[config.mk]
export PLATFORM = sky130hd
export DESIGN_NAME = branch_resolve_unit
export DESIGN_NICKNAME = d
export VERILOG_FILES = /design/src/rtl/branch_resolve_unit_pkg.sv /design/src/rtl/branch_resolve_unit_pred_fifo.sv /design/src/rtl/branch_resolve_unit.sv
export SDC_FILE = /design/constraint.sdc
export NUM_CORES = 1
export LEC_CHECK = 0
export ABC_AREA = 1
export BUFFER_PORTS_ARGS = -buffer_cell sky130_fd_sc_hd__buf_4
export CAP_MARGIN = 25
export CORE_MARGIN = 2
export CORE_UTILIZATION = 45
export CTS_BUF_LIST = sky130_fd_sc_hd__clkbuf_2 sky130_fd_sc_hd__clkbuf_4 sky130_fd_sc_hd__clkbuf_8
export CTS_CLUSTER_SIZE = 8
export DETAILED_ROUTE_END_ITERATION = 8
export PLACE_DENSITY = 0.62
export SLEW_MARGIN = 15
export SYNTH_ARGS = -nofsm -noshare
export SYNTH_HDL_FRONTEND = slang
export SYNTH_SLANG_ARGS = --single-unit
[constraint.sdc]
create_clock -name clk -period 7.4 [get_ports clk]
set_input_delay 0.37 -clock clk [delete_from_list [all_inputs] [get_ports clk]]
set_output_delay 0.37 -clock clk [all_outputs]
set_load 0.03 [all_outputs]
[src/rtl/branch_resolve_unit_pkg.sv]
// Shared types for the branch resolve unit: the prediction queue entry,
// the recovery FSM encoding and the sticky error bit positions.
package bru_pkg;

  // One in-flight prediction as recorded at fetch.
  typedef struct packed {
    logic [31:0] pc;
    logic        t_nt;
    logic [31:0] pred_target;
  } bru_entry_t;

  typedef enum logic {
    IDLE    = 1'b0,
    RECOVER = 1'b1
  } bru_state_e;

  localparam int ERR_UNDERFLOW = 0;
  localparam int ERR_OVERFLOW  = 1;

  // Sequential next PC of a branch that falls through (wraps modulo 2^32).
  function automatic logic [31:0] fallthrough_pc(input logic [31:0] pc);
    return pc + 32'd4;
  endfunction

endpackage

[src/rtl/branch_resolve_unit_pred_fifo.sv]
// In-order prediction queue. Occupancy is tracked by read/write pointers
// carrying one extra wrap bit, so full and empty need no separate counter.
// A clear empties the queue and wins over a push in the same cycle.
module pred_fifo
  import bru_pkg::*;
#(
  parameter int DEPTH = 4
) (
  input  logic       clk,
  input  logic       rst,
  input  logic       push,
  input  logic       pop,
  input  logic       clear,
  input  bru_entry_t wdata,
  output logic       full,
  output logic       empty,
  output bru_entry_t head
);

  localparam int AW = $clog2(DEPTH);
  localparam logic [AW:0] PTR_ONE = (AW + 1)'(1);

  logic [AW:0] wr_ptr_q, wr_ptr_d;
  logic [AW:0] rd_ptr_q, rd_ptr_d;
  bru_entry_t  mem_q [DEPTH];

  assign empty = (wr_ptr_q == rd_ptr_q);
  assign full  = (wr_ptr_q[AW] != rd_ptr_q[AW]) &&
                 (wr_ptr_q[AW-1:0] == rd_ptr_q[AW-1:0]);
  assign head  = mem_q[rd_ptr_q[AW-1:0]];

  // Next pointer values: clear returns to empty, otherwise advance on push/pop.
  always_comb begin
    wr_ptr_d = wr_ptr_q;
    rd_ptr_d = rd_ptr_q;
    if (clear) begin
      wr_ptr_d = '0;
      rd_ptr_d = '0;
    end else begin
      if (push) wr_ptr_d = wr_ptr_q + PTR_ONE;
      if (pop)  rd_ptr_d = rd_ptr_q + PTR_ONE;
    end
  end

  // Pointer registers.
  always_ff @(posedge clk or posedge rst) begin
    if (rst) begin
      wr_ptr_q <= '0;
      rd_ptr_q <= '0;
    end else begin
      wr_ptr_q <= wr_ptr_d;
      rd_ptr_q <= rd_ptr_d;
    end
  end

  // Entry storage; contents are don't-care until written, so no reset.
  always_ff @(posedge clk) begin
    if (push && !clear) mem_q[wr_ptr_q[AW-1:0]] <= wdata;
  end

endmodule

[src/rtl/branch_resolve_unit.sv]
// Branch resolve unit: queues fetch-time predictions, checks each against the
// real outcome when the branch reaches MEM, and drives redirect, flush and
// predictor-update signals back to fetch.
//
// Handshake: both the fetch push (if_valid & if_is_branch) and the MEM
// resolve (mem_valid & mem_is_branch) are valid-only strobes with no ready.
// The unit never stalls either side; requests it cannot honour (full queue,
// empty queue, or anything during RECOVER) are dropped, and the first two
// are recorded in the sticky err bits.
module branch_resolve_unit
  import bru_pkg::*;
#(
  parameter int DEPTH        = 4,
  parameter int FLUSH_CYCLES = 3,
  parameter int CNT_W        = 16
) (
  input  logic             clk,
  input  logic             rst,
  input  logic             if_valid,
  input  logic             if_is_branch,
  input  logic [31:0]      if_pc,
  input  logic             if_t_nt,
  input  logic [31:0]      if_pred_target,
  input  logic             mem_valid,
  input  logic             mem_is_branch,
  input  logic             mem_taken,
  input  logic [31:0]      mem_target,
  output logic             PCSrc,
  output logic [31:0]      redirect_pc,
  output logic             flush,
  output logic             upd_valid,
  output logic             mem_is_taken,
  output logic [31:0]      mem_pc,
  output logic [31:0]      t_addr,
  output logic [CNT_W-1:0] branch_cnt,
  output logic [CNT_W-1:0] mispredict_cnt,
  output logic             q_full,
  output logic [1:0]       err,
  output bru_state_e       dbg_state
);

  // The down-counter only has to hold FLUSH_CYCLES-1.
  localparam int FCW = (FLUSH_CYCLES > 1) ? $clog2(FLUSH_CYCLES) : 1;
  localparam logic [FCW-1:0]   FLUSH_LOAD = FCW'(FLUSH_CYCLES - 1);
  localparam logic [FCW-1:0]   FC_ONE     = FCW'(1);
  localparam logic [CNT_W-1:0] CNT_MAX    = '1;
  localparam logic [CNT_W-1:0] CNT_ONE    = CNT_W'(1);

  bru_state_e       state_q, state_d;
  logic [FCW-1:0]   flush_cnt_q, flush_cnt_d;

  logic             in_recover;
  logic             push_req, res_req;
  logic             resolve, underflow, overflow, mispredict;
  logic             fifo_push, fifo_pop, fifo_full, fifo_empty;
  bru_entry_t       head, push_entry;
  logic [31:0]      actual_pc;

  logic             upd_valid_q, upd_valid_d;
  logic             pcsrc_q, pcsrc_d;
  logic [31:0]      redirect_pc_q, redirect_pc_d;
  logic [31:0]      mem_pc_q, mem_pc_d;
  logic             mem_is_taken_q, mem_is_taken_d;
  logic [31:0]      t_addr_q, t_addr_d;
  logic [CNT_W-1:0] branch_cnt_q, branch_cnt_d;
  logic [CNT_W-1:0] mispredict_cnt_q, mispredict_cnt_d;
  logic [1:0]       err_q, err_d;

  // Request qualification: everything is ignored while recovering.
  assign in_recover = (state_q == RECOVER);
  assign push_req   = if_valid & if_is_branch & ~in_recover;
  assign res_req    = mem_valid & mem_is_branch & ~in_recover;
  assign resolve    = res_req & ~fifo_empty;
  assign underflow  = res_req & fifo_empty;

  // Compare the head prediction with the real outcome.
  assign actual_pc  = mem_taken ? mem_target : fallthrough_pc(head.pc);
  assign mispredict = resolve &
                      ((head.t_nt != mem_taken) |
                       (head.t_nt & mem_taken & (head.pred_target != mem_target)));

  // A mispredict flushes the whole queue, so it neither pops nor accepts the
  // same-cycle push (that push is on the wrong path). A correct resolve frees
  // a slot, letting a push into a full queue through.
  assign fifo_pop   = resolve & ~mispredict;
  assign fifo_push  = push_req & ~mispredict & (~fifo_full | fifo_pop);
  assign overflow   = push_req & ~mispredict & fifo_full & ~fifo_pop;

  assign push_entry = '{pc: if_pc, t_nt: if_t_nt, pred_target: if_pred_target};

  pred_fifo #(
    .DEPTH (DEPTH)
  ) u_fifo (
    .clk   (clk),
    .rst   (rst),
    .push  (fifo_push),
    .pop   (fifo_pop),
    .clear (mispredict),
    .wdata (push_entry),
    .full  (fifo_full),
    .empty (fifo_empty),
    .head  (head)
  );

  // Recovery FSM next state: a mispredict opens a FLUSH_CYCLES-long window.
  always_comb begin
    state_d     = state_q;
    flush_cnt_d = flush_cnt_q;
    case (state_q)
      IDLE: begin
        if (mispredict) begin
          state_d     = RECOVER;
          flush_cnt_d = FLUSH_LOAD;
        end
      end
      RECOVER: begin
        if (flush_cnt_q == '0) state_d     = IDLE;
        else                   flush_cnt_d = flush_cnt_q - FC_ONE;
      end
      default: begin
        state_d     = IDLE;
        flush_cnt_d = '0;
      end
    endcase
  end

  // Recovery FSM state register.
  always_ff @(posedge clk or posedge rst) begin
    if (rst) begin
      state_q     <= IDLE;
      flush_cnt_q <= '0;
    end else begin
      state_q     <= state_d;
      flush_cnt_q <= flush_cnt_d;
    end
  end

  // Next values of the update bus, redirect, statistics and sticky errors.
  always_comb begin
    upd_valid_d      = resolve;
    pcsrc_d          = mispredict;
    redirect_pc_d    = redirect_pc_q;
    mem_pc_d         = mem_pc_q;
    mem_is_taken_d   = mem_is_taken_q;
    t_addr_d         = t_addr_q;
    branch_cnt_d     = branch_cnt_q;
    mispredict_cnt_d = mispredict_cnt_q;
    err_d            = err_q;

    if (resolve) begin
      mem_pc_d       = head.pc;
      mem_is_taken_d = mem_taken;
      t_addr_d       = mem_target;
      if (branch_cnt_q != CNT_MAX) branch_cnt_d = branch_cnt_q + CNT_ONE;
    end
    if (mispredict) begin
      redirect_pc_d = actual_pc;
      if (mispredict_cnt_q != CNT_MAX) mispredict_cnt_d = mispredict_cnt_q + CNT_ONE;
    end
    if (underflow) err_d[ERR_UNDERFLOW] = 1'b1;
    if (overflow)  err_d[ERR_OVERFLOW]  = 1'b1;
  end

  // Output registers; everything returns to zero on reset.
  always_ff @(posedge clk or posedge rst) begin
    if (rst) begin
      upd_valid_q      <= 1'b0;
      pcsrc_q          <= 1'b0;
      redirect_pc_q    <= 32'h0;
      mem_pc_q         <= 32'h0;
      mem_is_taken_q   <= 1'b0;
      t_addr_q         <= 32'h0;
      branch_cnt_q     <= '0;
      mispredict_cnt_q <= '0;
      err_q            <= 2'b00;
    end else begin
      upd_valid_q      <= upd_valid_d;
      pcsrc_q          <= pcsrc_d;
      redirect_pc_q    <= redirect_pc_d;
      mem_pc_q         <= mem_pc_d;
      mem_is_taken_q   <= mem_is_taken_d;
      t_addr_q         <= t_addr_d;
      branch_cnt_q     <= branch_cnt_d;
      mispredict_cnt_q <= mispredict_cnt_d;
      err_q            <= err_d;
    end
  end

  assign PCSrc          = pcsrc_q;
  assign redirect_pc    = redirect_pc_q;
  assign flush          = in_recover;
  assign upd_valid      = upd_valid_q;
  assign mem_is_taken   = mem_is_taken_q;
  assign mem_pc         = mem_pc_q;
  assign t_addr         = t_addr_q;
  assign branch_cnt     = branch_cnt_q;
  assign mispredict_cnt = mispredict_cnt_q;
  assign q_full         = fifo_full;
  assign err            = err_q;
  assign dbg_state      = state_q;

endmodule

Yosys cells after proc, flatten, opt, wreduce, memory -nomap -nowiden
Memories as Yosys holds them, arrays and structs flattened.
Cells that the tools add are included.
{ "classes": {"addsub": 6, "reduce_logical": 9, "eq_ne": 9, "n_bitwise": 21, "n_mux": 13} }
{ "op_table": {"columns": ["operator", "n"], "rows": [
  ["adder 16 x 1 -> 16 bit, second input constant", 2],
  ["adder 32 x 3 -> 32 bit, second input constant", 1],
  ["two-way mux 32 bit", 1],
  ["!= test 16 bit, second input constant", 2],
  ["!= test 32 bit", 1],
  ["bitwise AND 1 bit", 14],
  ["two-way mux 3 bit", 4],
  ["adder 3 x 1 -> 3 bit, second input constant", 2],
  ["AND reduction 2 bit", 3],
  ["inverter 1 bit", 5],
  ["two-way mux 1 bit", 4],
  ["two-way mux 2 bit", 2],
  ["!= test 2 bit, second input constant", 2],
  ["case mux 2 bit (2 select lines)", 1],
  ["nonzero test 2 bit", 2],
  ["== test 3 bit", 1],
  ["== test 2 bit", 1],
  ["logical AND 1 bit", 2],
  ["logical NOT 2 bit", 1],
  ["!= test 1 bit", 2],
  ["OR 1 bit", 2],
  ["case mux 1 bit (2 select lines)", 1],
  ["subtractor 2 x 1 -> 2 bit, second input constant", 1],
  ["logical NOT 1 bit", 1]
]} }
{ "word_totals": {"elab_cells": 73, "mem_count": 1, "ram_bits": 260, "regBits": 142, "inputBits": 104, "out_inout_bits": 136} }
{ "mem_list": {"columns": ["memory", "depth", "width", "rd", "rd_clocked_by_memory_dff", "wr", "line", "text"], "rows": [
  ["u_fifo.mem_q", 4, 65, 1, 0, 1, "branch_resolve_unit_pred_fifo.sv:25", "bru_entry_t mem_q [DEPTH];"]
]} }

Logic depth before layout (Yosys ltp)
Gate-level depths: netlist of the first run.
An unclocked memory read counts as a cell.
{ "logic_depth": {"word_depth": 12, "depth_mapped": 21, "ltp_nobuf": 18} }

Hierarchy
From an unflattened synthesis of the first run, not the netlist that was laid out.
{ "unflattened": {"cells_unflattened": 1749, "area_unflattened_um2": 18525.3} }
{ "modules_own_cells": {"columns": ["module", "area_each_um2", "cells_each", "seq_area_each_um2", "instances"], "rows": [
  ["pred_fifo", 11380.9, 809, 7957.6, 1],
  ["branch_resolve_unit", 7144.4, 940, 3403.3, 1]
]} }

Least setup slack after synthesis of the first run
No wires, ideal clock.
{ "synth_timing": {"path_kind": "flip-flop to flip-flop", "startpoint": "reg u_fifo.rd_ptr_q[0]", "endpoint": "mem u_fifo.mem_q[0][0] (netlist bit) (enable)", "required_time_ns": 6.911, "path_buffers": 6, "synth_period_minus_slack_ns": 5.473, "stages_incl_launch_ff": 16, "slack_ns": 1.927, "setup_time_ns": 0.489, "arrival_time_ns": 4.985, "cell_sequence": "dfrtp_1 > buf_6 > inv_6 > buf_8 > buf_8 > buf_6 > buf_6 > clkbuf_1 > o21ai_0 > o22ai_1 > ha_1 > inv_1 > nand3_1 > nand2_1 > nand3_1 > nor2_1"} }
{ "synth_via": {"elab_chain_len": 12, "word_cells_on_any_way": 22, "cone_classes": "eq/ne: 4; mux: 2; bitwise: 12; reduce/logical: 3; memory: 1"} }
{ "synth_rtl": {"columns": ["item", "line", "text"], "rows": [
  ["start: declaration", "branch_resolve_unit_pred_fifo.sv:24", "logic [AW:0] rd_ptr_q, rd_ptr_d;"],
  ["start signal: assignment", "branch_resolve_unit_pred_fifo.sv:52", "rd_ptr_q <= rd_ptr_d;"],
  ["memory (4 x 65 bit)", null, null],
  ["!= test 32 bit / bitwise AND 1 bit (equally long branches)", "branch_resolve_unit.sv:80", "(head.t_nt & mem_taken & (head.pred_target != mem_target)));"],
  ["bitwise AND 1 bit", "branch_resolve_unit.sv:80", null],
  ["OR 1 bit", "branch_resolve_unit.sv:79", "((head.t_nt != mem_taken) |"],
  ["bitwise AND 1 bit", "branch_resolve_unit.sv:78", "assign mispredict = resolve &"],
  ["inverter 1 bit", "branch_resolve_unit.sv:85, branch_resolve_unit.sv:86", null],
  ["bitwise AND 1 bit", "branch_resolve_unit.sv:85", "assign fifo_pop = resolve & ~mispredict;"],
  ["OR 1 bit", "branch_resolve_unit.sv:86", "assign fifo_push = push_req & ~mispredict & (~fifo_full | fifo_pop);"],
  ["bitwise AND 1 bit", "branch_resolve_unit.sv:86", null],
  ["logical AND 1 bit (*)", "branch_resolve_unit_pred_fifo.sv:58", "if (push && !clear) mem_q[wr_ptr_q[AW-1:0]] <= wdata;"],
  ["two-way mux 1 bit (*)", "branch_resolve_unit_pred_fifo.sv:58", null],
  ["two-way mux 1 bit (implied by the code) (*)", "branch_resolve_unit_pred_fifo.sv:58", null],
  ["end: declaration", "branch_resolve_unit_pred_fifo.sv:25", null]
]} }
Every way passes the cells marked *; elsewhere a longest branch is shown, timed or not.

Worst setup path after layout of the first run
{ "layout_timing": {"startpoint": "reg u_fifo.rd_ptr_q[0]", "endpoint": "mem u_fifo.mem_q[1][57] (netlist bit) (enable)"} }
Same word-level chain as after synthesis.

==> impl_summary.txt, run 1 <==
----------------------------------------------------
[Outcome]
  Outcome ... finished, final reports clean

[Worst setup path]
  Largest stage delay on the critical path ... 1.04 ns
  CP Data Arrival Time ... 5.97 ns
  Critical path's most frequent cell ... sky130_fd_sc_hd__nand2_1
  Critical Path Start Type ... flop
  Type of the worst setup path ... flop to flop
  Crit-path max FO ... 132
  Nature of the critical path endpoint ... flop
  Worst-path cell with the longest stage delay ... sky130_fd_sc_hd__dfrtp_4
  Worst path cell trace ... inv_6 -> nand2_1 -> nand3_1 -> nand2_1 -> nand2_1 -> nand2_1 -> nand3_1 -> nor2_1 -> nand2_1 -> nor2_1 -> nand2_1 -> nand2_1 -> nand2_1 -> nand2_2 -> nand3_1 -> nor2_4 -> buf_12
  Data required time at the worst endpoint ... 7.68 ns

[Timing]
  Minimum clock period ... 5.69 ns
  Post-route setup TNS ... 0 ns
  Maximum achievable frequency ... 176 MHz
  Worst-margin pin slew ... 1.06 ns
  Worst slew margin relative to its limit ... 29.1%
  Final worst-path cycle share ... 76.9%
  RSZ-0062 raised after global routing ... false
  Number of setup violations in the final report ... 0
  Clock skew ... 0.0312 ns
  Final hold viol count ... 0
  Max-slew violations ... 0

[Die]
  Floorplan Core Area ... 38600 sq um
  Starting density of the core ... 45.6%
  Die ar. ... 40600 sq um
  Die Height ... 202 um
  Cell row count ... 72
  Die Width ... 202 um
  Number of I/O pins ... 240

[Synth]
  Area share of the largest cell type after synthesis ... 44.4%
  Cell count after synthesis ... 1706
  Sequential element share of the synthesized area ... 64.6%
  Ranking of synthesized cells by area ... sky130_fd_sc_hd__edfxtp_1 (44%), sky130_fd_sc_hd__dfrtp_1 (20%), sky130_fd_sc_hd__nand2_1 (12%), sky130_fd_sc_hd__nand3_1 (5.6%), sky130_fd_sc_hd__o21ai_0 (2.8%)
  Cell taking the most area after synthesis ... sky130_fd_sc_hd__edfxtp_1
  Post-Synthesis Net Count ... 1820
  Cell types with the highest counts after synthesis ... sky130_fd_sc_hd__nand2_1 (583), sky130_fd_sc_hd__edfxtp_1 (260), sky130_fd_sc_hd__nand3_1 (196), sky130_fd_sc_hd__dfrtp_1 (142), sky130_fd_sc_hd__o21ai_0 (99)
  Number of enable-type register cells in the synthesized netlist ... 260
  Count of yosys warnings during synthesis ... 0
  Fraction of registers with async set/reset ... 35.3%
  FF+latch count, synth ... 402
  Flip-flop cell with the highest count after synthesis ... sky130_fd_sc_hd__edfxtp_1
  Avg Synthesized Cell Area ... 10.3 sq um
  Top-count cell post-synth ... sky130_fd_sc_hd__nand2_1
  Mapped cell area ... 17600 sq um
  Cell variety after synth ... 47

[Placed design]
  Final weighted congestion of routability-driven global placement ... 0.899
  Number of instances in the placed design ... 2402
  Number of buffers inserted by port buffering ... 239
  Post-Place Cell Area ... 19700 sq um
  Detailed placement HPWL ... 33.0 mm

[CTS]
  Clk slew on worst S/H paths ... 0.06 ns
  Num Clock Sinks ... 402
  Number of buffers created by CTS ... 69
  Cell at the root of the clock tree ... sky130_fd_sc_hd__clkbuf_8
  Latest clock arrival within the worst-skew pair ... 0.62 ns
  Max Buffers Root-to-Sink ... 3
  # H-tree levels ... 3
  TritonCTS clock tree ... done

[Finish]
  Antenna diode count ... 0
  Layout-stage area growth over the synthesis result ... 24.3%
  Filler cells ... 3385
  Multi-input combinational cell area ... 5400 sq um
  Count of nets after finishing ... 2137
  Post-route cell area ... 21800 sq um
  Share of final-layout standard cells stronger than drive strength 1 ... 20.6%
  Post-route insts no fill ... 2597
  Sequential standard cell area ... 11400 sq um

[Route]
  TritonRoute pass-1 iters ... 9
  Overall routed net length ... 49.6 mm
  DR WL/cell ... 19.1 um
  Overall via count from detail_route ... 13403
  Residual DRC count ... 0
  Initial drt markers ... 1093
  Via density ... 5.16
  Remaining number of nets flagged by the antenna check after routing ... 0

[Run]
  Number of max-capacitance violations reported ... 0

[GRT]
  First-pass GRT wire length ... 76.5 mm
  Antenna violations before repair ... 2
  Maximum number of pins on one net before global-route repair ... 133
  Vias in the first global route ... 13245
  Overall overflow remaining after global route ... 0
  Overall routing resource usage ... 24.7%

[Worst hold path]
  Tightest Hold Check Type ... input pin to flop

[Power]
  P per Cell Area ... 405 nW/um^2
  Leakage power figure ... 9.31 nW
  Worst IR Drop VDD ... 0.246 mV

----------------------------------------------------
[power breakdown]
group	internal, W	switching (W)	total [W]
Combinational	0.00111	0.00247	0.00358
Sequential	0.00286	0.000347	0.00321
Clock	0.00116	0.000904	0.00207
[registers in the layout, indices dropped and copies added, names as in the netlist]
register / flops
u_fifo.mem_q: 260
mem_pc: 32
redirect_pc: 32
t_addr: 32
branch_cnt: 16
mispredict_cnt: 16
u_fifo.rd_ptr_q: 3
u_fifo.wr_ptr_q: 3
err: 2
flush_cnt_q: 2
PCSrc: 1
dbg_state: 1
mem_is_taken: 1
upd_valid: 1
[metal layers]
layer | global-route usage [%] | wire length (um) | part of all wire, %
met1 | 33.7 | 21500 | 43
met2 | 38.6 | 23000 | 46
met3 | 5.09 | 3470 | 7.0
met4 | 10.5 | 1700 | 3.4
met5 | 0 | 0 | 0
[logic make-up after synthesis]
kind of cell / share of synthesized area (%)
compound gates: 4.96
xor+xnor: 2.09
fa+ha+maj: 0.712
buf+inv: 4.90
flops: 64.6
simple gates: 22.7
[cell type report]
class	instances	share of cell area, %
Timing Repair Buffer	321	12.0
Sequential cell	402	52.0
Tap cell	518	2.97
Multi-Input combinational cell	1133	24.7
Clock buffer	104	5.78
Clock inverter	23	0.768
Inverter	96	1.71
[cells in the final DEF (no fill, tap or decap), types with 3 or more instances in the layout]
master                            n
sky130_fd_sc_hd__nand2_2          5
sky130_fd_sc_hd__nor2_2           7
sky130_fd_sc_hd__clkinvlp_4       4
sky130_fd_sc_hd__clkbuf_4        27
sky130_fd_sc_hd__nor2_4           8
sky130_fd_sc_hd__clkbuf_8        77
sky130_fd_sc_hd__nor3_2           8
sky130_fd_sc_hd__nor4_1           4
sky130_fd_sc_hd__inv_2            7
sky130_fd_sc_hd__inv_1           85
sky130_fd_sc_hd__xor2_1          26
sky130_fd_sc_hd__nand3_1        196
sky130_fd_sc_hd__a32oi_1          3
sky130_fd_sc_hd__o21ai_1         12
sky130_fd_sc_hd__nand4_1         10
sky130_fd_sc_hd__nand3b_1         3
sky130_fd_sc_hd__inv_6            3
sky130_fd_sc_hd__clkinv_2         7
sky130_fd_sc_hd__o21ai_0         99
sky130_fd_sc_hd__dlygate4sd3_1   68
sky130_fd_sc_hd__o22ai_1          3
sky130_fd_sc_hd__clkinv_1        10
sky130_fd_sc_hd__nand3_2          4
sky130_fd_sc_hd__a32oi_2          3
sky130_fd_sc_hd__dfrtp_1        140
sky130_fd_sc_hd__nor3_1           9
sky130_fd_sc_hd__edfxtp_1       260
sky130_fd_sc_hd__nand2_1        583
sky130_fd_sc_hd__a31oi_1         11
sky130_fd_sc_hd__buf_4          249
sky130_fd_sc_hd__a21oi_1         11
sky130_fd_sc_hd__buf_12           4
sky130_fd_sc_hd__ha_1            10
sky130_fd_sc_hd__nor2_1          80
sky130_fd_sc_hd__xnor2_1         16
sky130_fd_sc_hd__o211ai_1         6
[stage by stage]
stage | util (%) | hold WS, ns | setup slack [ns] | power [W]
6_report | 56.7 | 0.0427 | 1.71 | 0.00886
5_1_grt | 56.7 | 0.0391 | 1.24 | 0.00940
4_1_cts | 56.7 | 0.0104 | 1.75 | 0.00890
3_5_place_dp | 51.2 | 0.467 | 1.78 | 0.00679
3_3_place_gp | 51.2 | 0.457 | 1.89 | 0.00672
2_1_floorplan | - | 0.469 | 1.93 | 0.00559
[worst max-delay path: cells and delay by family, from the launching register on]
| family | cells | cell delay, ns |
|---|---|---|
| buffers and inverters | 2 | 0.85 |
| flip-flops | 1 | 1.04 |
| AND/OR/NAND/NOR | 15 | 3.36 |
[path summary, 6_finish.rpt]
kind,end,depth (start not counted),startpoint,slack [ns]
min in group asynchronous,dbg_state$_DFF_PP0_,3,rst,0.51
max,u_fifo.mem_q[1][57]$_DFFE_PP_,17,u_fifo.rd_ptr_q[0]$_DFFE_PP0P_,1.71
min,redirect_pc[6]$_DFFE_PP0P_,3,mem_target[6],0.04
min reg2reg,mem_pc[3]$_DFFE_PP0P_,2,mem_pc[3]$_DFFE_PP0P_,0.48
max reg2reg,u_fifo.mem_q[1][57]$_DFFE_PP_,17,u_fifo.rd_ptr_q[0]$_DFFE_PP0P_,1.71
max in group asynchronous,mem_pc[24]$_DFFE_PP0P_,4,rst,5.66
[repair_timing]
action                    in CTS  in global routing
hold endpoints to repair     351                  0
setup buffers                  0                  0
hold buffers                  68                  0
resized for setup              0                  0
No activity file was read; power rests on OpenSTA's default activity.
==> inputs of run 2 (changes only) <==
==> constraint.sdc (replaced) <==
create_clock -name clk -period 5.3 [get_ports clk]
set_input_delay 0.265 -clock clk [delete_from_list [all_inputs] [get_ports clk]]
set_output_delay 0.265 -clock clk [all_outputs]
set_load 0.03 [all_outputs]
==> impl_summary.txt, run 2 (synthesized netlist as in run 1, its figures left out) <==
----------------------------------------------------
[Finish]
  Final core utilization ... 57.4% (+0.77 points)
  Filler cells ... 3328 (-1.7%)
  Count of nets after finishing ... 2168 (+1.5%)
  Share of final-layout standard cells stronger than drive strength 1 ... 20.8% (+0.18 points)
  Max FFs per register ... 260 (unchanged)
  Top library cells by usage in the layout, fill and taps aside ... sky130_fd_sc_hd__nand2_1 (583), sky130_fd_sc_hd__edfxtp_1 (260), sky130_fd_sc_hd__buf_4 (257)
  Leading cell type in the layout, fill and taps excluded ... sky130_fd_sc_hd__nand2_1
  Post-route insts no fill ... 2629 (+1.2%)
  Layout-stage area growth over the synthesis result ... 26.0%

[CTS]
  Number of buffers created by CTS ... 68 (-1.4%)
  Num Clock Sinks ... 402 (unchanged)
  Cell at the root of the clock tree ... sky130_fd_sc_hd__clkbuf_8
  # H-tree levels ... 3 (unchanged)
  Latest clock arrival within the worst-skew pair ... 0.63 ns (about the same)
  TritonCTS clock tree ... done
  Max Buffers Root-to-Sink ... 3 (unchanged)
  Clk slew on worst S/H paths ... 0.06 ns (about the same)
  Post-cts gate resize count ... 0 (unchanged)

[Power]
  Switching Power ... 0.00516 W (+38%)
  Final total power ... 0.0124 W (+40%)
  Cell Int Power ... 0.00723 W (+41%)
  Worst IR Drop VDD ... 0.410 mV (+67%)
  Logic pwr share ... 40.9% (+0.5 points)
  Share of power burned in registers ... 35.8% (-0.4 points)
  Net Sw Frac ... 41.6% (-0.43 points)
  Leakage power figure ... 9.46 nW (+1.6%)
  P per Cell Area ... 560 nW/um^2 (+38%)
  Clock group share of total power ... 23.4% (about the same)

[Worst setup path]
  Type of the worst setup path ... flop to flop
  Nature of the critical path endpoint ... flop
  Critical Path Source ... u_fifo.rd_ptr_q[0]$_DFFE_PP0P_
  CP Data Arrival Time ... 4.58 ns (-1.39 ns)
  Worst reg2reg startpoint ... u_fifo.rd_ptr_q[0]$_DFFE_PP0P_
  Data required time at the worst endpoint ... 5.52 ns (-2.16 ns)
  Crit-path max FO ... 71 (-46%)
  Critical Path Start Type ... flop

[Route]
  Residual DRC count ... 0 (unchanged)
  DR WL/cell ... 18.9 um (-1.3%)
  Remaining number of nets flagged by the antenna check after routing ... 0 (unchanged)
  TritonRoute pass-1 iters ... 5 (-4)
  Via density ... 5.12 (-0.79%)
  Initial drt markers ... 961 (-12%)
  Overall routed net length ... 49.6 mm (about the same)
  Overall via count from detail_route ... 13461 (+0.43%)

[Timing]
  Worst slew margin relative to its limit ... 37.7% (+8.6 points)
  Worst-margin pin slew ... 0.933 ns (-0.131 ns)
  Clock skew ... 0.0481 ns (+0.0169 ns)
  Final worst-path cycle share ... 82.3% (+5.4 points)
  RSZ-0062 raised after global routing ... false
  Post-route setup TNS ... 0 ns (unchanged)
  Number of setup violations in the final report ... 0 (unchanged)
  Maximum achievable frequency ... 229 MHz (+30%)
  Max-slew violations ... 0 (unchanged)
  Final hold viol count ... 0 (unchanged)
  Minimum clock period ... 4.36 ns (-1.33 ns)

[GRT]
  Overall overflow remaining after global route ... 0 (unchanged)
  Maximum number of pins on one net before global-route repair ... 91 (-32%)
  First-pass GRT wire length ... 76.2 mm (-0.43%)
  Overall routing resource usage ... 24.6% (-0.15 points)
  Vias in the first global route ... 13371 (+0.95%)
  Antenna violations before repair ... 2 (unchanged)

[Die]
  Number of I/O pins ... 240 (unchanged)
  Starting density of the core ... 45.6% (unchanged)
  Die Height ... 202 um (unchanged)
  Die Width ... 202 um (unchanged)
  Cell row count ... 72 (unchanged)
  Die ar. ... 40600 sq um (unchanged)
  Floorplan Core Area ... 38600 sq um (unchanged)

[Worst hold path]
  Start point of the worst hold path ... mem_target[10]
  Tightest Hold Check Type ... input pin to flop

[Run]
  Number of max-capacitance violations reported ... 0 (unchanged)

[Placed design]
  Detailed placement HPWL ... 33.1 mm (+0.20%)
  Number of instances in the placed design ... 2407 (+0.21%)
  Number of buffers inserted by port buffering ... 239 (unchanged)
  Final weighted congestion of routability-driven global placement ... 0.866 (-3.6%)

[Outcome]
  Outcome ... finished, final reports clean

----------------------------------------------------
==> run 2: cell types whose count changed in the layout (fill, tap and decap cells not counted), moves of 2 or more <==
cell	before	now
sky130_fd_sc_hd__diode_2	0	2
sky130_fd_sc_hd__clkbuf_4	27	35
sky130_fd_sc_hd__buf_12	4	1
sky130_fd_sc_hd__buf_4	249	257
sky130_fd_sc_hd__clkinv_2	7	3
sky130_fd_sc_hd__clkbuf_8	77	80
sky130_fd_sc_hd__dlygate4sd3_1	68	95
sky130_fd_sc_hd__clkinv_1	10	3
==> run 2: power by group through the flow <==
| stage | registers [W] | clock network (W) | logic (W) |
|---|---|---|---|
| floorplan | 0.00515 | 0 | 0.00265 |
| global placement | 0.00447 | 0 | 0.00494 |
| detailed placement | 0.00448 | 0 | 0.00500 |
| CTS | 0.00443 | 0.00295 | 0.00508 |
| global route | 0.00450 | 0.00309 | 0.00554 |
| finish | 0.00443 | 0.00289 | 0.00506 |
==> run 2: what timing repair did <==
item,4_1_cts,5_1_grt
setup buffers,0,0
hold buffers,95,0
hold endpoints to repair,395,0
==> run 2: worst paths after layout <==
check                      cells after the start  slack, ns                       endpoint
setup / recovery                              17       0.94  u_fifo.mem_q[1][60]$_DFFE_PP_
hold / removal                                 3       0.03         t_addr[10]$_DFFE_PP0P_
setup reg to reg                              17       0.94  u_fifo.mem_q[1][60]$_DFFE_PP_
hold reg to reg                                2       0.48         t_addr[28]$_DFFE_PP0P_
max in group asynchronous                      4       3.66     redirect_pc[9]$_DFFE_PP0P_
min in group asynchronous                      3       0.42             err[1]$_DFFE_PP0P_
==> run 2: final cells by class <==
cell class	instances	area [sq um]	area share (%)
Clock inverter	10	86.3	0.390
Inverter	96	373	1.68
Clock buffer	115	1360	6.16
Timing Repair Buffer	353	2900	13.1
Tap cell	518	648	2.93
Sequential cell	402	11400	51.3
Antenna cell	2	5.00	0.0226
Multi-Input combinational cell	1133	5400	24.4
==> run 2: critical path, cell delays in order (launching register included) <==
cell                      delay, ns
sky130_fd_sc_hd__dfrtp_4       0.79
sky130_fd_sc_hd__inv_6         0.33
sky130_fd_sc_hd__nand2_1       0.15
sky130_fd_sc_hd__nand3_1       0.13
sky130_fd_sc_hd__nand2_1       0.14
sky130_fd_sc_hd__nand2_1       0.06
sky130_fd_sc_hd__nand2_1       0.12
sky130_fd_sc_hd__nand3_1       0.13
sky130_fd_sc_hd__nor2_1        0.12
sky130_fd_sc_hd__nand2_1       0.08
sky130_fd_sc_hd__nor2_1        0.12
sky130_fd_sc_hd__nand2_1       0.12
sky130_fd_sc_hd__nand2_1       0.15
sky130_fd_sc_hd__nand3_1       0.12
sky130_fd_sc_hd__nand2_1       0.18
sky130_fd_sc_hd__nand3_1       0.41
sky130_fd_sc_hd__nor2_4        0.21
sky130_fd_sc_hd__buf_4         0.53
==> run 2: through the flow <==
step	instance area [sq um]	hold WS [ns]	worst slack, ns
6_report	22100	0.0312	0.937
5_1_grt	22100	0.0537	0.549
4_1_cts	22100	0.00422	0.952
3_5_place_dp	19700	0.468	0.986
3_3_place_gp	19700	0.460	1.12
2_1_floorplan	17600	0.364	-0.173
==> run 2: routing by layer <==
layer / GRT usage, % / part of all wire, % / up-vias
met5: 0 / 0 / -
met4: 10.4 / 3.2 / 0
met3: 6.19 / 7.8 / 82
met2: 38.6 / 46 / 488
met1: 32.6 / 43 / 6426
li1: - / - / 6465
==> inputs of run 3 (changes only) <==
--- a/config.mk
+++ b/config.mk
@@ -5,7 +5,7 @@
 export SDC_FILE = /design/constraint.sdc
 export NUM_CORES = 1
 export LEC_CHECK = 0
-export ABC_AREA = 1
+export ABC_AREA = 0
 export BUFFER_PORTS_ARGS = -buffer_cell sky130_fd_sc_hd__buf_4
 export CAP_MARGIN = 25
 export CORE_MARGIN = 2
==> constraint.sdc (replaced) <==
create_clock -name clk -period 4.25 [get_ports clk]
set_input_delay 0.2125 -clock clk [delete_from_list [all_inputs] [get_ports clk]]
set_output_delay 0.2125 -clock clk [all_outputs]
set_load 0.03 [all_outputs]
==> impl_summary.txt, run 3 <==
----------------------------------------------------
[Outcome]
  Outcome ... finished, final reports clean

[Die]
  Number of I/O pins ... 240 (unchanged)
  Cell row count ... 69 (-4.2%)
  Floorplan Core Area ... 35700 sq um (-7.3%)
  Die ar. ... 37900 sq um (-6.7%)
  Starting density of the core ... 45.8% (+0.24 points)
  Die Height ... 195 um (-3.4%)
  Die Width ... 195 um (-3.4%)

[GRT]
  Maximum number of pins on one net before global-route repair ... 67 (-26%)
  Overall routing resource usage ... 23.1% (-1.4 points)
  Antenna violations before repair ... 1 (-1)
  Vias in the first global route ... 10763 (-20%)
  Overall overflow remaining after global route ... 0 (unchanged)
  First-pass GRT wire length ... 65.9 mm (-14%)

[Power]
  Leakage power figure ... 8.51 nW (-10%)
  Worst IR Drop VDD ... 0.558 mV (+36%)
  P per Cell Area ... 642 nW/um^2 (+15%)
  Final total power ... 0.0136 W (+10%)

[Timing]
  RSZ-0062 raised after global routing ... false
  Worst-margin pin slew ... 0.851 ns (-0.0819 ns)
  Max-slew violations ... 0 (unchanged)
  Final worst-path cycle share ... 89.3% (+6.9 points)
  Minimum clock period ... 3.79 ns (-0.570 ns)
  Final hold viol count ... 0 (unchanged)
  Number of setup violations in the final report ... 0 (unchanged)
  Worst setup slack after layout ... 0.456 ns (-0.480 ns)
  Worst slew margin relative to its limit ... 43.3% (+5.6 points)
  Clock skew ... 0.0298 ns (-0.0183 ns)
  Post-route setup TNS ... 0 ns (unchanged)
  Maximum achievable frequency ... 264 MHz (+15%)

[Worst setup path]
  Worst reg2reg startpoint ... u_fifo.rd_ptr_q[0]$_DFFE_PP0P_
  Setup slack, reg-to-reg ... 0.46 ns (-0.48 ns)
  CP Data Arrival Time ... 4.07 ns (-0.51 ns)
  Nature of the critical path endpoint ... flop
  Data required time at the worst endpoint ... 4.53 ns (-0.99 ns)
  Critical Path Start Type ... flop
  Capture point of the worst reg-to-reg path ... u_fifo.mem_q[2][37]$_DFFE_PP_
  Crit-path max FO ... 20 (-72%)
  R2R depth ... 9 (-8)
  Type of the worst setup path ... flop to flop

[Route]
  Via density ... 5.22 (+1.9%)
  Overall via count from detail_route ... 10398 (-23%)
  Residual DRC count ... 0 (unchanged)
  Overall routed net length ... 43.2 mm (-13%)
  Remaining number of nets flagged by the antenna check after routing ... 0 (unchanged)
  Initial drt markers ... 620 (-35%)
  DR WL/cell ... 21.7 um (+15%)
  TritonRoute pass-1 iters ... 5 (unchanged)

[Finish]
  Layout-stage area growth over the synthesis result ... 29.7%
  Share of final-layout standard cells stronger than drive strength 1 ... 31.4% (+11 points)
  Filler cells ... 2803 (-16%)
  Count of nets after finishing ... 1593 (-27%)
  Leading cell type in the layout, fill and taps excluded ... sky130_fd_sc_hd__edfxtp_1
  Post-route insts no fill ... 1993 (-24%)
  Top library cells by usage in the layout, fill and taps aside ... sky130_fd_sc_hd__edfxtp_1 (260), sky130_fd_sc_hd__buf_4 (258), sky130_fd_sc_hd__nand2_1 (254)
  Max FFs per register ... 260 (unchanged)
  Post-route cell area ... 21200 sq um (-4.0%)

[Synth]
  Mapped cell area ... 16400 sq um (-6.8%)
  Area share of the largest cell type after synthesis ... 47.7% (+3.2 points)
  Cell taking the most area after synthesis ... sky130_fd_sc_hd__edfxtp_1
  Sequential element share of the synthesized area ... 69.4% (+4.7 points)
  Number of enable-type register cells in the synthesized netlist ... 260 (unchanged)
  Post-Synthesis Net Count ... 1202 (-34%)
  Cell types with the highest counts after synthesis ... sky130_fd_sc_hd__edfxtp_1 (260), sky130_fd_sc_hd__nand2_1 (254), sky130_fd_sc_hd__dfrtp_1 (142), sky130_fd_sc_hd__mux4_2 (64), sky130_fd_sc_hd__xnor2_1 (63)
  Cell count after synthesis ... 1088 (-36%)
  FF+latch count, synth ... 402 (unchanged)
  Ranking of synthesized cells by area ... sky130_fd_sc_hd__edfxtp_1 (48%), sky130_fd_sc_hd__dfrtp_1 (22%), sky130_fd_sc_hd__mux4_2 (8.8%), sky130_fd_sc_hd__nand2_1 (5.8%), sky130_fd_sc_hd__xnor2_1 (3.4%)
  Top-count cell post-synth ... sky130_fd_sc_hd__edfxtp_1
  Avg Synthesized Cell Area ... 15.1 sq um (+46%)
  Flip-flop cell with the highest count after synthesis ... sky130_fd_sc_hd__edfxtp_1
  Cell variety after synth ... 46 (-2.1%)
  Fraction of registers with async set/reset ... 35.3% (unchanged)
  Count of yosys warnings during synthesis ... 0 (unchanged)

[CTS]
  Clk slew on worst S/H paths ... 0.06 ns (about the same)
  Cell at the root of the clock tree ... sky130_fd_sc_hd__clkbuf_8
  Max Buffers Root-to-Sink ... 3 (unchanged)
  Num Clock Sinks ... 402 (unchanged)
  Number of setup buffers added after CTS ... 0 (unchanged)
  Latest clock arrival within the worst-skew pair ... 0.58 ns (-0.05 ns)
  # H-tree levels ... 3 (unchanged)
  Number of buffers created by CTS ... 68 (unchanged)
  TritonCTS clock tree ... done
  Count of hold-fix buffers inserted at cts ... 100 (+5.3%)
  Post-cts gate resize count ... 0 (unchanged)

[Placed design]
  Number of instances in the placed design ... 1770 (-26%)
  Worst slack after detailed placement ... 0.384 ns (-0.602 ns)
  Final weighted congestion of routability-driven global placement ... 0.773 (-11%)
  Detailed placement HPWL ... 29.2 mm (-12%)
  Number of buffers inserted by port buffering ... 239 (unchanged)
  Post-Place Cell Area ... 18900 sq um (-4.5%)

[Worst hold path]
  Start point of the worst hold path ... if_is_branch
  Worst hold stages ... 4 (+1)
  Hold worst-path end ... err[1]$_DFFE_PP0P_
  Tightest Hold Check Type ... input pin to flop

[Run]
  Number of max-capacitance violations reported ... 0 (unchanged)

----------------------------------------------------
run 3: cell types whose count changed after synthesis, moves of 11 or more:
cell | before | now
sky130_fd_sc_hd__buf_2 | 28 | 10
sky130_fd_sc_hd__inv_1 | 86 | 11
sky130_fd_sc_hd__mux2_1 | 0 | 14
sky130_fd_sc_hd__mux2_2 | 0 | 19
sky130_fd_sc_hd__mux4_2 | 0 | 64
sky130_fd_sc_hd__nand2_1 | 583 | 254
sky130_fd_sc_hd__nand3_1 | 196 | 19
sky130_fd_sc_hd__nand4_1 | 10 | 22
sky130_fd_sc_hd__nor2_1 | 84 | 28
sky130_fd_sc_hd__o21ai_0 | 99 | 30
sky130_fd_sc_hd__o21ai_1 | 12 | 1
sky130_fd_sc_hd__xnor2_1 | 16 | 63
run 3: stage by stage:
| step | hold WS [ns] | util, % |
|---|---|---|
| after floorplan | 0.311 | - |
| after global placement | 0.314 | 52.7 |
| after detailed placement | 0.320 | 52.7 |
| after CTS | 0.122 | 59.4 |
| after global routing | 0.134 | 59.4 |
| final | 0.146 | 59.4 |
run 3: worst max-delay path, stage by stage (launching register included):
cell	delay (ns)
sky130_fd_sc_hd__dfrtp_4	0.65
sky130_fd_sc_hd__buf_4	0.38
sky130_fd_sc_hd__mux4_2	0.56
sky130_fd_sc_hd__xnor2_1	0.17
sky130_fd_sc_hd__nand4_1	0.14
sky130_fd_sc_hd__nor4_1	0.27
sky130_fd_sc_hd__nand2_1	0.12
sky130_fd_sc_hd__a22o_2	0.28
sky130_fd_sc_hd__and3b_4	0.62
sky130_fd_sc_hd__buf_4	0.29
run 3: final cells by class:
| cell class | instances | area (sq um) | area share [%] |
|---|---|---|---|
| flip-flops and latches | 402 | 11400 | 53.5 |
| multi-input cells | 629 | 4740 | 22.3 |
| repair buffers | 367 | 3120 | 14.7 |
| clock buffers | 109 | 1320 | 6.21 |
| well taps | 461 | 577 | 2.71 |
| clock inverters | 13 | 72.6 | 0.342 |
| inverters | 11 | 46.3 | 0.218 |
| diodes | 1 | 2.50 | 0.0118 |
run 3: worst max-delay path by stage:
stage,startpoint,cells after the start,endpoint
5_1_grt,u_fifo.rd_ptr_q[0]$_DFFE_PP0P_,9,u_fifo.mem_q[2][11]$_DFFE_PP_
6_report,u_fifo.rd_ptr_q[0]$_DFFE_PP0P_,9,u_fifo.mem_q[2][37]$_DFFE_PP_
4_1_cts,u_fifo.rd_ptr_q[0]$_DFFE_PP0P_,9,u_fifo.mem_q[2][37]$_DFFE_PP_
2_1_floorplan,rst,1,PCSrc$_DFF_PP0_
3_5_place_dp,u_fifo.rd_ptr_q[0]$_DFFE_PP0P_,9,u_fifo.mem_q[2][33]$_DFFE_PP_
3_3_place_gp,u_fifo.rd_ptr_q[0]$_DFFE_PP0P_,9,u_fifo.mem_q[2][33]$_DFFE_PP_
run 3: cells by family (layout without fill, tap and decap cells):
kind of cell | Yosys count | in the layout | share of synthesized area, %
adder cells (fa/ha/maj) | 10 | 10 | 0.764
XOR/XNOR | 87 | 87 | 4.65
AND/OR/NAND/NOR | 376 | 376 | 10.2
multiplexers | 102 | 102 | 11.4
other | 0 | 1 | 0
buffers and inverters | 57 | 500 | 1.84
AO/OA/AOI/OAI | 54 | 54 | 1.83
flip-flops | 402 | 402 | 69.4
run 3: power by group:
part	internal [W]	switching [W]
clock	0.00197	0.00151
sequential	0.00496	0.000485
combinational	0.00192	0.00279
run 3: per-layer routing:
metal	routed length [um]	GRT usage [%]	up-vias
met5	0	0	-
met4	940	6.70	0
met3	2350	4.27	65
met2	21200	38.4	342
met1	18700	31.3	5241
li1	-	-	4750
